## config.mk

```make
export PLATFORM = sky130hd
export DESIGN_NAME = atom_bus_initiator_flat
export DESIGN_NICKNAME = d
export VERILOG_FILES = /design/src/rtl/atom_bus_pkg.sv /design/src/rtl/atom_bus_if.sv /design/src/rtl/atom_phase_timer.sv /design/src/rtl/atom_bus_initiator.sv /design/src/flat_wrapper.sv
export SDC_FILE = /design/constraint.sdc
export NUM_CORES = 1
export LEC_CHECK = 0
export BUFFER_PORTS_ARGS = -buffer_cell sky130_fd_sc_hd__buf_2
export CAP_MARGIN = 20
export CORE_MARGIN = 5
export CORE_UTILIZATION = 41
export DETAILED_ROUTE_END_ITERATION = 6
export MAX_ROUTING_LAYER = met4
export PLACE_DENSITY = 0.72
export REMOVE_ABC_BUFFERS = 1
export SLEW_MARGIN = 15
export SYNTH_ARGS = -nofsm -noshare
export SYNTH_HDL_FRONTEND = slang
export SYNTH_SLANG_ARGS = --single-unit
```

## constraint.sdc

```tcl
create_clock -name Clk -period 2.2 [get_ports Clk]
set_clock_uncertainty 0.2 [all_clocks]
set_input_delay 0.22 -clock Clk [delete_from_list [all_inputs] [get_ports Clk]]
set_output_delay 0.22 -clock Clk [all_outputs]
set_load 0.03 [all_outputs]
```

## src/rtl/atom_bus_pkg.sv

```systemverilog
// Shared types and constants for the Atom bus initiator: FSM states, rombox
// register addresses, RW polarity and the phase-counter width.
package atom_bus_pkg;

    typedef enum logic [2:0] {
        ST_IDLE  = 3'd0,
        ST_PH1   = 3'd1,
        ST_PH2   = 3'd2,
        ST_HOLD  = 3'd3,
        ST_VPH1  = 3'd4,
        ST_VPH2  = 3'd5,
        ST_VHOLD = 3'd6,
        ST_DONE  = 3'd7
    } atom_state_e;

    localparam logic [15:0] ROMLATCH_ADDR = 16'hBFFF;
    localparam logic [15:0] SWLATCH_ADDR  = 16'hBFFE;
    localparam logic [15:0] JUMPER_ADDR   = 16'hBFFD;

    localparam logic RW_READ  = 1'b1;
    localparam logic RW_WRITE = 1'b0;

    localparam int PHASE_CNT_W = 4;

    function automatic bit phase_clks_ok(input int p);
        return (p >= 2) && (p <= 15);
    endfunction

endpackage

```

## src/rtl/atom_bus_if.sv

```systemverilog
// 6502-style Atom bus as seen by the RAM/ROM box: the initiator drives the
// master side, the responder (or its model) the slave side.
interface atom_bus_if #(
    parameter int ADDR_W = 16,
    parameter int DATA_W = 8
);

    logic [ADDR_W-1:0] Addr;
    logic              RW;
    logic              PHI2;
    logic [DATA_W-1:0] DataOut;
    logic              DataOE;
    logic [DATA_W-1:0] DataIn;

    modport master (
        output Addr,
        output RW,
        output PHI2,
        output DataOut,
        output DataOE,
        input  DataIn
    );

    modport slave (
        input  Addr,
        input  RW,
        input  PHI2,
        input  DataOut,
        input  DataOE,
        output DataIn
    );

endinterface

```

## src/rtl/atom_phase_timer.sv

```systemverilog
// Loadable down-counter shared by every PHI2 phase state; tc is high while
// the count sits at zero, i.e. on the last Clk of the current phase.
import atom_bus_pkg::*;

module atom_phase_timer (
    input  logic                   clk,
    input  logic                   rst_n,
    input  logic                   load,
    input  logic [PHASE_CNT_W-1:0] load_val,
    output logic                   tc
);

    logic [PHASE_CNT_W-1:0] cnt_q;
    logic [PHASE_CNT_W-1:0] cnt_d;

    always_comb begin
        cnt_d = cnt_q;
        if (load) begin
            cnt_d = load_val;
        end else if (cnt_q != '0) begin
            cnt_d = cnt_q - 1'b1;
        end
    end

    always_ff @(posedge clk or negedge rst_n) begin
        if (!rst_n) begin
            cnt_q <= '0;
        end else begin
            cnt_q <= cnt_d;
        end
    end

    assign tc = (cnt_q == '0);

endmodule

```

## src/rtl/atom_bus_initiator.sv

```systemverilog
// Atom bus cycle generator: turns single Req/Ack requests into PHI1/PHI2 bus
// cycles. Define ATOM_BUS_VERIFY_EN to add an automatic read-back after writes.
import atom_bus_pkg::*;

module atom_bus_initiator #(
    parameter int PHASE_CLKS = 4,
    parameter int ADDR_W     = 16,
    parameter int DATA_W     = 8
) (
    input  logic              Clk,
    input  logic              NReset,
    input  logic              Req,
    input  logic              ReqRW,
    input  logic [ADDR_W-1:0] ReqAddr,
    input  logic [DATA_W-1:0] ReqWData,
    output logic              Ack,
    output logic [DATA_W-1:0] RData,
    output logic              Busy,
    output logic              VerifyErr,
    atom_bus_if.master        bus,
    output atom_state_e       DbgState
);

    if (!phase_clks_ok(PHASE_CLKS)) begin : g_bad_phase_clks
        $error("atom_bus_initiator: PHASE_CLKS must be within 2..15");
    end

    localparam logic [PHASE_CNT_W-1:0] PHASE_RELOAD = PHASE_CNT_W'(PHASE_CLKS - 1);

    // Req/Ack handshake: Req is only looked at in IDLE; the edge that sees it
    // high accepts the request and raises Busy, which stays high through the
    // single-Clk Ack pulse. Req seen outside IDLE is dropped, never queued.

    atom_state_e       state_q, state_d;
    logic [ADDR_W-1:0] addr_q, addr_d;
    logic              rw_q, rw_d;
    logic              phi2_q, phi2_d;
    logic [DATA_W-1:0] dout_q, dout_d;
    logic              doe_q, doe_d;
    logic              ack_q, ack_d;
    logic              busy_q, busy_d;
    logic [DATA_W-1:0] rdata_q, rdata_d;
    logic              tmr_load;
    logic              tmr_tc;
`ifdef ATOM_BUS_VERIFY_EN
    logic              verr_q, verr_d;
`endif

    atom_phase_timer u_timer (
        .clk      (Clk),
        .rst_n    (NReset),
        .load     (tmr_load),
        .load_val (PHASE_RELOAD),
        .tc       (tmr_tc)
    );

    always_comb begin
        state_d  = state_q;
        addr_d   = addr_q;
        rw_d     = rw_q;
        phi2_d   = phi2_q;
        dout_d   = dout_q;
        doe_d    = doe_q;
        ack_d    = 1'b0;
        busy_d   = busy_q;
        rdata_d  = rdata_q;
        tmr_load = 1'b0;
`ifdef ATOM_BUS_VERIFY_EN
        verr_d   = verr_q;
`endif
        case (state_q)
            ST_IDLE: begin
                if (Req) begin
                    addr_d   = ReqAddr;
                    rw_d     = ReqRW;
                    dout_d   = ReqWData;
                    busy_d   = 1'b1;
                    tmr_load = 1'b1;
                    state_d  = ST_PH1;
                end
            end
            ST_PH1: begin
                if (tmr_tc) begin
                    phi2_d   = 1'b1;
                    doe_d    = (rw_q == RW_WRITE);
                    tmr_load = 1'b1;
                    state_d  = ST_PH2;
                end
            end
            ST_PH2: begin
                if (tmr_tc) begin
                    phi2_d  = 1'b0;
                    state_d = ST_HOLD;
                    if (rw_q == RW_READ) begin
                        rdata_d = bus.DataIn;
                    end
                end
            end
            ST_HOLD: begin
                // Address, RW and data stay put for this Clk so the
                // responder's falling-PHI2 latches see clean hold time.
                doe_d = 1'b0;
`ifdef ATOM_BUS_VERIFY_EN
                if (rw_q == RW_WRITE) begin
                    rw_d     = RW_READ;
                    tmr_load = 1'b1;
                    state_d  = ST_VPH1;
                end else begin
                    ack_d   = 1'b1;
                    state_d = ST_DONE;
                end
`else
                ack_d   = 1'b1;
                state_d = ST_DONE;
`endif
            end
`ifdef ATOM_BUS_VERIFY_EN
            ST_VPH1: begin
                if (tmr_tc) begin
                    phi2_d   = 1'b1;
                    tmr_load = 1'b1;
                    state_d  = ST_VPH2;
                end
            end
            ST_VPH2: begin
                if (tmr_tc) begin
                    phi2_d  = 1'b0;
                    rdata_d = bus.DataIn;
                    if (bus.DataIn != dout_q) begin
                        verr_d = 1'b1;
                    end
                    state_d = ST_VHOLD;
                end
            end
            ST_VHOLD: begin
                ack_d   = 1'b1;
                state_d = ST_DONE;
            end
`endif
            ST_DONE: begin
                rw_d    = RW_READ;
                busy_d  = 1'b0;
                state_d = ST_IDLE;
            end
            default: begin
                phi2_d  = 1'b0;
                doe_d   = 1'b0;
                rw_d    = RW_READ;
                busy_d  = 1'b0;
                state_d = ST_IDLE;
            end
        endcase
    end

    always_ff @(posedge Clk or negedge NReset) begin
        if (!NReset) begin
            state_q <= ST_IDLE;
            addr_q  <= '0;
            rw_q    <= RW_READ;
            phi2_q  <= 1'b0;
            dout_q  <= '0;
            doe_q   <= 1'b0;
            ack_q   <= 1'b0;
            busy_q  <= 1'b0;
            rdata_q <= '0;
        end else begin
            state_q <= state_d;
            addr_q  <= addr_d;
            rw_q    <= rw_d;
            phi2_q  <= phi2_d;
            dout_q  <= dout_d;
            doe_q   <= doe_d;
            ack_q   <= ack_d;
            busy_q  <= busy_d;
            rdata_q <= rdata_d;
        end
    end

`ifdef ATOM_BUS_VERIFY_EN
    always_ff @(posedge Clk or negedge NReset) begin
        if (!NReset) begin
            verr_q <= 1'b0;
        end else begin
            verr_q <= verr_d;
        end
    end
    assign VerifyErr = verr_q;
`else
    assign VerifyErr = 1'b0;
`endif

    assign bus.Addr    = addr_q;
    assign bus.RW      = rw_q;
    assign bus.PHI2    = phi2_q;
    assign bus.DataOut = dout_q;
    assign bus.DataOE  = doe_q;
    assign Ack         = ack_q;
    assign Busy        = busy_q;
    assign RData       = rdata_q;
    assign DbgState    = state_q;

endmodule

```

## src/flat_wrapper.sv

```systemverilog
// flat-port wrapper written by rule: the top's interface ports become plain ports
module atom_bus_initiator_flat 
#(
    parameter int PHASE_CLKS = 4,
    parameter int ADDR_W     = 16,
    parameter int DATA_W     = 8
)
  (Clk, NReset, Req, ReqRW, ReqAddr, ReqWData, Ack, RData, Busy, VerifyErr, DbgState, bus_Addr, bus_RW, bus_PHI2, bus_DataOut, bus_DataOE, bus_DataIn);
  atom_bus_if #(.ADDR_W(ADDR_W), .DATA_W(DATA_W)) bus_i ();
  input  logic Clk;
  input  logic NReset;
  input  logic Req;
  input  logic ReqRW;
  input  logic [ADDR_W-1:0] ReqAddr;
  input  logic [DATA_W-1:0] ReqWData;
  output logic Ack;
  output logic [DATA_W-1:0] RData;
  output logic Busy;
  output logic VerifyErr;
  output atom_state_e DbgState;
  output wire logic [$bits(bus_i.Addr)-1:0] bus_Addr;
  output wire logic [$bits(bus_i.RW)-1:0] bus_RW;
  output wire logic [$bits(bus_i.PHI2)-1:0] bus_PHI2;
  output wire logic [$bits(bus_i.DataOut)-1:0] bus_DataOut;
  output wire logic [$bits(bus_i.DataOE)-1:0] bus_DataOE;
  input wire logic [$bits(bus_i.DataIn)-1:0] bus_DataIn;
  assign bus_Addr = bus_i.Addr;
  assign bus_RW = bus_i.RW;
  assign bus_PHI2 = bus_i.PHI2;
  assign bus_DataOut = bus_i.DataOut;
  assign bus_DataOE = bus_i.DataOE;
  assign bus_i.DataIn = bus_DataIn;
  atom_bus_initiator #(.PHASE_CLKS(PHASE_CLKS), .ADDR_W(ADDR_W), .DATA_W(DATA_W)) u_core (.Clk(Clk), .NReset(NReset), .Req(Req), .ReqRW(ReqRW), .ReqAddr(ReqAddr), .ReqWData(ReqWData), .Ack(Ack), .RData(RData), .Busy(Busy), .VerifyErr(VerifyErr), .bus(bus_i), .DbgState(DbgState));
endmodule
```

==> metrics.md <==
| Metric | Value |
|---|---|
| Largest net degree at the start of global routing | 27 |
| Flop pwr share | 36.5% |
| Xor-xnor portion of the synthesized cell area | 0.9790% |
| Mux cell area share after synthesis | 20.70% |
| Drt via density | 4.833 |
| Synth Area in Compound Gates | 3.007% |
| Critical path startpoint | u_core.u_timer.cnt_q[0]$_DFFE_PN0P_ |
| EDFF count, synth | 0 |
| Iteration count of the initial detailed-routing pass | 4 |
| Sequential area share after synthesis | 61.61% |
| Crit-path leading delay family | simple AND/OR/NAND/NOR gates |
| Post-synth ARST share | 100.0% |
| Avg Inst Size Synth | 14.09 um2 |
| Clock Tree Buf Depth | 2 |
| Run status | complete, no violations |
| Die Y | 76.06 um |
| Initial antenna violation count | 0 |
| Commonest non-fill, non-tap cell in the layout | buf_2 |
| WP data required | 2.18 ns |
| Final WL | 4.300 mm |
| RSZ-0062 raised after global routing | no |
| Grt ovf | 0 |
| Per-cell routed wire length | 14.68 um |
| FMAX | 514.3 MHz |
| CP peak stage delay | 0.45 ns |
| Gate Count Post-Synth | 127 |
| Layout area overhead | 50.49% |
| Cell Area, Synth | 1789 um2 |
| Fillers | 338 |
| # rows | 24 |
| H-tree lvl count | 2 |
| PwrDens | 1499 nW/um2 |
| Post-synthesis simple-gate area fraction | 9.930% |
| Clock Tree Root | clkbuf_8 |
| Max Slew Vio Count | 0 |
| Hold WS | 0.1687 ns |
| Worst skew pair latency | 0.29 ns |
| Worst path depth | 5 |
| Switching power | 0.001754 W |
| Peak supply drop | 0.5222 mV |
| Clock power frac | 13.0% |
| ANT nets after route | 0 |
| First-pass GRT wire length | 7.258 mm |
| Reg area | 1102 um2 |
| Top-area cell type share of the netlist area | 60.14% |
| Vias in the first global route | 1,489 |
| TritonCTS clock tree | yes |
| Pre-CTS WS | 0.2761 ns |
| Crit path buf inv count | 1 |
| Reg2reg end | u_core.u_timer.cnt_q[1]$_DFFE_PN0P_ |
| Die width | 76.06 um |
| Total power | 0.004035 W |
| Clk sink count | 44 |
| Largest family of logic cells by synthesized area | multiplexers |
| Initial Util | 41.67% |
| Net count, final | 278 |
| Top cells by area, synth | dfrtp_1 60%, mux2_2 20%, dfstp_2 1.5%, a21oi_1 1.4%, buf_2 1.4% |
| Layout cell share with drive strength beyond 1 | 51.04% |
| Worst setup path category | reg -> reg |
| Synth warnings | 0 |
| Crit path to | u_core.u_timer.cnt_q[1]$_DFFE_PN0P_ |
| Core Region | 4294 um2 |
| Max cap viols | 0 |
| GRT Total Usage | 15.99% |
| Gpl congestion | 0.7213 |
| Clock buffer count from CTS | 5 |
| Ant. Diodes | 0 |
| Ys flop type | dfrtp_1 |
| Adder-cell share of the synthesized area | 0.6993% |
| Final setup fails | 0 |
| Cell-internal power | 0.002281 W |
| R2R setup slack | 0.26 ns |
| Slowest cell on crit path | or3b_1 |
| Area of the multi-input gates | 644.4 um2 |
| Switching Share | 43.47% |
| Synth Register Bits | 44 |
| Drt drc | 0 |
| CP Launch Type | flop |
| CP Cell Sequence | inv_1 -> ha_1 -> or3b_1 -> or3_1 -> a21o_1 |
| Synth area leader | dfrtp_1 |
| Final Cycle Share | 88.38% |
| Clock transition at the registers of the reported paths | 0.08 ns |
| IO Port Bufs | 75 |
| Crit path DAT | 1.92 ns |
| Final Hold Viols | 0 |
| IO Count | 77 |
| Worst reg2reg path depth | 5 |
| Via Count | 1,416 |
| Min-delay worst type | in -> async |
| Post-DP HPWL | 2.842 mm |
| Crit path time final | 1.944 ns |
| Post-route setup slack | 0.2556 ns |
| Synth cell types | 30 |
| Iter 0 DRT Violations | 52 |
| Reg2Reg Launch Point | u_core.u_timer.cnt_q[0]$_DFFE_PN0P_ |
| Critical path fanouts, max | 6 |
| LEAKAGE | 1.299 nW |
| Die area | 5785 um2 |
| Combinational share of power | 50.4% |
| Element type at the critical path end | flop |
| Commonest non-fill, non-tap cells in the layout | 75 x buf_2, 43 x dfrtp_1, 34 x dlygate4sd3_1 |
-- sequential cells by signal, indices dropped and copies added, names as in the netlist --
signal	count
u_core.RData	8
u_core.Busy	1
u_core.u_timer.cnt_q	4
u_core.bus.DataOE	1
u_core.bus.Addr	16
u_core.Ack	1
u_core.bus.DataOut	8
u_core.DbgState	3
u_core.bus.PHI2	1
u_core.bus.RW	1
-- worst min-delay path by stage --
stage               cells past startpoint                               to   start  slack, ns
finish                                  2  u_core.bus.Addr[10]$_DFFE_PN0P_  NReset       0.17
global route                            2   u_core.DbgState[2]$_DFFE_PN0P_  NReset       0.21
CTS                                     2  u_core.bus.Addr[10]$_DFFE_PN0P_  NReset       0.17
detailed placement                      1  u_core.bus.Addr[10]$_DFFE_PN0P_  NReset      -0.05
global placement                        1  u_core.bus.Addr[10]$_DFFE_PN0P_  NReset      -0.05
floorplan                               0             u_core.Ack$_DFF_PN0_  NReset      -0.28
-- power by group through the flow --
| stage | logic (W) | clock network [W] | registers [W] |
|---|---|---|---|
| floorplan | 0.000649 | 0 | 0.00220 |
| CTS | 0.00206 | 0.000549 | 0.00147 |
| finish | 0.00203 | 0.000526 | 0.00147 |
| global placement | 0.00198 | 0 | 0.00147 |
| detailed placement | 0.00201 | 0 | 0.00149 |
| global route | 0.00217 | 0.000580 | 0.00153 |
-- routing by layer --
| metal | global-route usage, % | vias up | wire length [um] |
|---|---|---|---|
| met3 | 5.083 | 4 | 244 |
| li1 | - | 672 | - |
| met4 | 6.119 | 0 | 59 |
| met1 | 16.41 | 697 | 1561 |
| met2 | 28.25 | 43 | 2434 |
| met5 | - | - | 0 |
-- metrics by stage --
stage / std cells / setup TNS (ns) / util [%] / instance area (um2)
floorplan: 119 / -25.17 / - / 1749
global placement: 252 / 0 / 52.54 / 2256
detailed placement: 252 / 0 / 52.54 / 2256
finish: 293 / 0 / 62.70 / 2693
CTS: 293 / 0 / 62.70 / 2693
global route: 293 / 0 / 62.70 / 2693
-- cell type report --
class | count | share of cell area (%)
clock buffers | 7 | 3.578
inverters | 3 | 0.4182
multi-input cells | 72 | 23.93
flip-flops and latches | 44 | 40.94
well taps | 52 | 2.416
repair buffers | 115 | 28.72
-- Yosys cell counts (all sizes together), types with 2 or more instances --
cell,count
a21o,2
a21oi,5
and3,3
buf,6
clkbuf,2
dfrtp,43
inv,3
mux2,32
nand2,3
nand3,2
nor2,4
nor3,4
nor3b,3
xnor2,2
-- logic make-up (layout without fill, tap and decap cells) --
family                   Yosys count  count (layout)
AO/OA/AOI/OAI                      9               9
XOR/XNOR                           2               2
adder cells (fa/ha/maj)            1               1
buffers and inverters             11             125
flip-flops                        44              44
multiplexers                      33              33
other                              1               1
AND/OR/NAND/NOR                   26              26
-- worst register-to-register path: stages (launching register included) --
cell	delay, ns
dfrtp_1	0.40
inv_1	0.08
ha_1	0.18
or3b_1	0.45
or3_1	0.37
a21o_1	0.16
-- what timing repair did --
action	in CTS	in global routing
buffers inserted	0	0
endpoints found under the setup margin	0	0
gates resized for setup	0	0
hold buffers	34	0
hold endpoints to repair	47	0
(Power assumes the default switching activity.)
